$ cat src/rtl/game_pkg.sv
// rtl/game_pkg.sv - shared types and widths for the per-frame game logic blocks
package game_pkg;

    typedef enum logic [1:0] {
        IDLE      = 2'd0,
        ARMING    = 2'd1,
        PRESSED   = 2'd2,
        RELEASING = 2'd3
    } btn_state_t;

    localparam int COORD_W = 10;
    localparam int LIFT_W  = 6;

endpackage

$ cat src/rtl/frame_tick_gen.sv
// rtl/frame_tick_gen.sv - synchronizes VSync into the system clock and emits a one-cycle tick per rising edge
module frame_tick_gen (
    input  logic clk,
    input  logic rst,
    input  logic frame_clk,
    output logic tick
);

    logic sync0;
    logic sync1;
    logic sync1_d;

    // Tick lands three clk edges after the VSync rising edge.
    always_ff @(posedge clk or posedge rst) begin
        if (rst) begin
            sync0   <= 1'b0;
            sync1   <= 1'b0;
            sync1_d <= 1'b0;
            tick    <= 1'b0;
        end else begin
            sync0   <= frame_clk;
            sync1   <= sync0;
            sync1_d <= sync1;
            tick    <= sync1 & ~sync1_d;
        end
    end

endmodule

$ cat src/rtl/button_press_ctrl.sv
// rtl/button_press_ctrl.sv - filtered floor-button press detection and platform lift offset, advanced once per frame
module button_press_ctrl
    import game_pkg::*;
#(
    parameter int BTN_X          = 142,
    parameter int BTN_Y          = 322,
    parameter int BTN_W          = 20,
    parameter int BTN_H          = 10,
    parameter int PRESS_FRAMES   = 2,
    parameter int RELEASE_FRAMES = 4,
    parameter int LIFT_MAX       = 40
) (
    input  logic               Clk,
    input  logic               Reset,
    input  logic               frame_clk,
    input  logic [COORD_W-1:0] p0_x,
    input  logic [COORD_W-1:0] p0_y,
    input  logic [COORD_W-1:0] p1_x,
    input  logic [COORD_W-1:0] p1_y,
    output logic               is_button_push,
    output logic [LIFT_W-1:0]  lift_offset,
    output logic               lift_moving
);

    localparam logic [COORD_W:0] X_LO     = (COORD_W+1)'(BTN_X);
    localparam logic [COORD_W:0] X_HI     = (COORD_W+1)'(BTN_X + BTN_W);
    localparam logic [COORD_W:0] Y_LO     = (COORD_W+1)'(BTN_Y);
    localparam logic [COORD_W:0] Y_HI     = (COORD_W+1)'(BTN_Y + BTN_H);
    localparam logic [2:0]       PRESS_N  = 3'(PRESS_FRAMES);
    localparam logic [2:0]       RELEASE_N = 3'(RELEASE_FRAMES);
    localparam logic [LIFT_W-1:0] LIFT_TOP = LIFT_W'(LIFT_MAX);

    // One bit of headroom keeps the box edges from wrapping near the top of the coordinate range.
    function automatic logic hit(input logic [COORD_W-1:0] x, input logic [COORD_W-1:0] y);
        logic [COORD_W:0] xw;
        logic [COORD_W:0] yw;
        xw = {1'b0, x};
        yw = {1'b0, y};
        return (xw >= X_LO) && (xw < X_HI) && (yw >= Y_LO) && (yw < Y_HI);
    endfunction

    logic              tick;
    logic              occ;
    btn_state_t        state;
    btn_state_t        nxt_state;
    logic [2:0]        cnt;
    logic [2:0]        nxt_cnt;
    logic              nxt_push;
    logic [LIFT_W-1:0] nxt_lift;

    frame_tick_gen u_tick (
        .clk       (Clk),
        .rst       (Reset),
        .frame_clk (frame_clk),
        .tick      (tick)
    );

    always_comb begin
        occ       = hit(p0_x, p0_y) | hit(p1_x, p1_y);
        nxt_state = state;
        nxt_cnt   = cnt;
        unique case (state)
            IDLE: begin
                if (occ) begin
                    if (PRESS_N == 3'd1) begin
                        nxt_state = PRESSED;
                        nxt_cnt   = 3'd0;
                    end else begin
                        nxt_state = ARMING;
                        nxt_cnt   = 3'd1;
                    end
                end
            end
            ARMING: begin
                if (!occ) begin
                    nxt_state = IDLE;
                    nxt_cnt   = 3'd0;
                end else if (cnt + 3'd1 == PRESS_N) begin
                    nxt_state = PRESSED;
                    nxt_cnt   = 3'd0;
                end else begin
                    nxt_cnt = cnt + 3'd1;
                end
            end
            PRESSED: begin
                if (!occ) begin
                    if (RELEASE_N == 3'd1) begin
                        nxt_state = IDLE;
                        nxt_cnt   = 3'd0;
                    end else begin
                        nxt_state = RELEASING;
                        nxt_cnt   = 3'd1;
                    end
                end
            end
            RELEASING: begin
                if (occ) begin
                    nxt_state = PRESSED;
                    nxt_cnt   = 3'd0;
                end else if (cnt + 3'd1 == RELEASE_N) begin
                    nxt_state = IDLE;
                    nxt_cnt   = 3'd0;
                end else begin
                    nxt_cnt = cnt + 3'd1;
                end
            end
            default: begin
                nxt_state = IDLE;
                nxt_cnt   = 3'd0;
            end
        endcase

        nxt_push = (nxt_state == PRESSED) || (nxt_state == RELEASING);
        nxt_lift = lift_offset;
        if (nxt_push && (lift_offset < LIFT_TOP)) begin
            nxt_lift = lift_offset + LIFT_W'(1);
        end else if (!nxt_push && (lift_offset != '0)) begin
            nxt_lift = lift_offset - LIFT_W'(1);
        end
    end

    always_ff @(posedge Clk or posedge Reset) begin
        if (Reset) begin
            state          <= IDLE;
            cnt            <= 3'd0;
            is_button_push <= 1'b0;
            lift_offset    <= '0;
            lift_moving    <= 1'b0;
        end else if (tick) begin
            state          <= nxt_state;
            cnt            <= nxt_cnt;
            is_button_push <= nxt_push;
            lift_offset    <= nxt_lift;
            lift_moving    <= (nxt_lift != lift_offset);
        end
    end

endmodule

$ cat config.mk
export PLATFORM = sky130hd
export DESIGN_NAME = button_press_ctrl
export DESIGN_NICKNAME = d
export VERILOG_FILES = /design/src/rtl/game_pkg.sv /design/src/rtl/frame_tick_gen.sv /design/src/rtl/button_press_ctrl.sv
export SDC_FILE = /design/constraint.sdc
export NUM_CORES = 1
export LEC_CHECK = 0
export BUFFER_PORTS_ARGS = -buffer_cell sky130_fd_sc_hd__buf_2
export CAP_MARGIN = 20
export CORE_UTILIZATION = 40
export CTS_CLUSTER_DIAMETER = 60
export DETAILED_ROUTE_END_ITERATION = 8
export PLACE_DENSITY = 0.75
export SYNTH_ARGS = -nofsm -noshare
export SYNTH_HDL_FRONTEND = slang
export SYNTH_SLANG_ARGS = --single-unit
$ cat constraint.sdc
create_clock -name Clk -period 3.2 [get_ports Clk]
set_input_delay 0.48 -clock Clk [delete_from_list [all_inputs] [get_ports Clk]]
set_output_delay 0.48 -clock Clk [all_outputs]
set_load 0.005 [all_outputs]
==> results_dict.tcl <==
set metrics [dict create \
    synth_warnings 0 \
    ys_seq_area_frac 0.356 \
    drv_cap 0 \
    post_cts_buffers 0 \
    crit_start "cnt[0]" \
    routed_wl_microns 2350 \
    yosys.cell_types.count 43 \
    cts_made_buffers 3 \
    insertion_delay_ps 290 \
    postCtsHoldBufs 0 \
    fin_nets 214 \
    yosysTopAreaCell "dfrtp_1" \
    ir_drop_uv 416 \
    syn_inst 115 \
    antenna_found_initial 0 \
    crit_arrival_ps 2270 \
    antennaDiodeCount 0 \
    wl_per_cell_microns 12.1 \
    areaGrowthSynthToFinish_pct 26.6 \
    num_rows 18 \
    finalSetupTns_ps 0 \
    power.density_mw_per_mm2 506 \
    cts_sinks 16 \
    synth_edf_count 0 \
    grt_max_degree 17 \
    cts_root_buf "clkbuf_4" \
    drive_above_1_share 0.396 \
    synthArstFlopShare 1.00 \
    reg2reg_to "lift_offset[1]" \
    syn_avg_cell_area_sq_um 9.79 \
    synth_top_area_share 0.356 \
    finalHoldViolations 0 \
    final_cell_mix "buf_2, dfrtp_1, inv_1" \
    crit_required_ps 3410 \
    clk_pin_slew_ps 100 \
    worst_slew_pin_slew_ps 585 \
    synth_ff_type "dfrtp_1" \
    cts_resized 0 \
    synth_area_leaders "dfrtp_1, ha_1, inv_1" \
    gp_congestion 0.883 \
    cp-endpoint "lift_offset[1]" \
    ys_ff_latch 16 \
    core_area_sq_mm 0.00257 \
    post-place-cells 190 \
    initial_core_util 0.439 \
    rr_worst_depth 7 \
    portBuffers 46 \
    hpwl_microns 1910 \
    fin_skew_ps 11.4 \
    cp-end-kind "register" \
    critPathMaxFanout 5 \
    fmax_mhz 486 \
    vias 1061 \
    final_common_cell "buf_2" \
    grt_pass1_vias 996 \
    finalMaxSlewViolations 0 \
    overflow 0 \
    grtUsageTotal 0.186 \
    die_height_microns 55.1 \
    r2r_start "cnt[0]" \
    post-route-min-period_ps 2060 \
    rsz0062_at_grt "no" \
    synth_nets 164 \
    num_io_pins 51 \
    relSlewSlack 0.610 \
    die_w_microns 55.1 \
    worstSetupPathType "register to register" \
    leakage_nw 0.644 \
    drtPass1Iterations 4 \
    worst_setup_path_start_kind "register" \
    htree_levels 1 \
    hp-class "input pin to async pin" \
    ant_nets 0 \
    status "finished clean" \
    finalNonFillerCells 194 \
    vias_per_cell 5.47 \
    drc 0 \
    cts_buffer_depth 2 \
    timing.final.crit_share 0.644 \
    cts_tree "done" \
    netlist_area_sq_mm 0.00113 \
    grt_pass1_wl_microns 4040 \
    drt_iter0_drc 17 \
    dieArea_sq_mm 0.00303 \
    setup_violations 0 \
    reg2reg_slack_ps 1140 \
]
-- worst max-delay path, cell delays in order (launching register included) --
cell and delay (ps):
dfrtp_1 440, ha_1 270, xnor2_2 200, o31ai_4 220, o221ai_1 240, a21oi_2 320
a211oi_1 140, a221oi_2 180
-- synth_stat cells, types with 2 or more instances --
| cell | count |
|---|---|
| inv_1 | 11 |
| o21ai_0 | 7 |
| nand4_1 | 3 |
| or3_1 | 3 |
| nor4bb_1 | 2 |
| nor3b_1 | 3 |
| o21ai_1 | 3 |
| a211oi_1 | 3 |
| xnor2_1 | 2 |
| nor4_1 | 3 |
| dfrtp_1 | 16 |
| nand2_1 | 10 |
| nand3_1 | 6 |
| mux2i_1 | 3 |
| o22ai_1 | 3 |
| a21oi_2 | 2 |
| ha_1 | 6 |
| xor2_1 | 3 |
| a31o_2 | 2 |
-- final cells by class --
| type | instances | area (sq um) |
|---|---|---|
| fillers | 225 | 1140 |
| multi-input cells | 86 | 676 |
| flip-flops and latches | 16 | 400 |
| repair buffers | 46 | 230 |
| inverters | 12 | 45.0 |
| well taps | 30 | 37.5 |
| clock buffers | 4 | 36.3 |
-- power breakdown --
part	switching (mW)	internal [mW]
logic	0.123	0.132
clock network	0.0620	0.0693
registers	0.0805	0.254
-- stage by stage --
stage | hold slack, ps | area (sq um) | power [mW] | worst slack (ps) | utilization
6_report | 233 | 1430 | 0.721 | 1140 | 0.555
5_1_grt | 286 | 1430 | 0.797 | 931 | 0.555
4_1_cts | 262 | 1430 | 0.730 | 1120 | 0.555
3_5_place_dp | 340 | 1390 | 0.596 | 1070 | 0.541
3_3_place_gp | 341 | 1390 | 0.583 | 1080 | 0.541
2_1_floorplan | 331 | 1130 | 0.492 | 1330 | -
-- worst min-delay path by stage --
stage,start,endpoint,slack (ps),cells past startpoint
5_1_grt,frame_clk,u_tick.sync0,290,1
2_1_floorplan,u_tick.sync0,u_tick.sync1,330,0
6_report,Reset,lift_offset[1],230,2
3_3_place_gp,u_tick.sync0,u_tick.sync1,340,0
4_1_cts,Reset,lift_offset[1],260,2
3_5_place_dp,u_tick.sync0,u_tick.sync1,340,0
-- per-layer routing --
layer / track usage / wire length (microns) / vias to the layer above
li1: - / - / 534
met1: 0.209 / 1020 / 498
met2: 0.337 / 1200 / 29
met3: 0.0574 / 128 / 0
met4: 0.0500 / 0 / 0
met5: 0 / 0 / -
-- registers in the layout, indices dropped and copies added, names as in the netlist --
name	cells
u_tick.sync0	1
u_tick.sync1	1
cnt	3
u_tick.sync1_d	1
is_button_push	1
u_tick.tick	1
lift_offset	6
state	1
lift_moving	1
-- cells by family after synthesis --
logic type | share of synthesized area
xor gates and xnor gates | 0.0533
DFF | 0.356
buffers and inverters | 0.0444
AOI/OAI and AO/OA | 0.243
muxes | 0.0267
and+or+nand+nor | 0.210
adders and majority gates | 0.0667
Power figures use the tool's default switching activity.
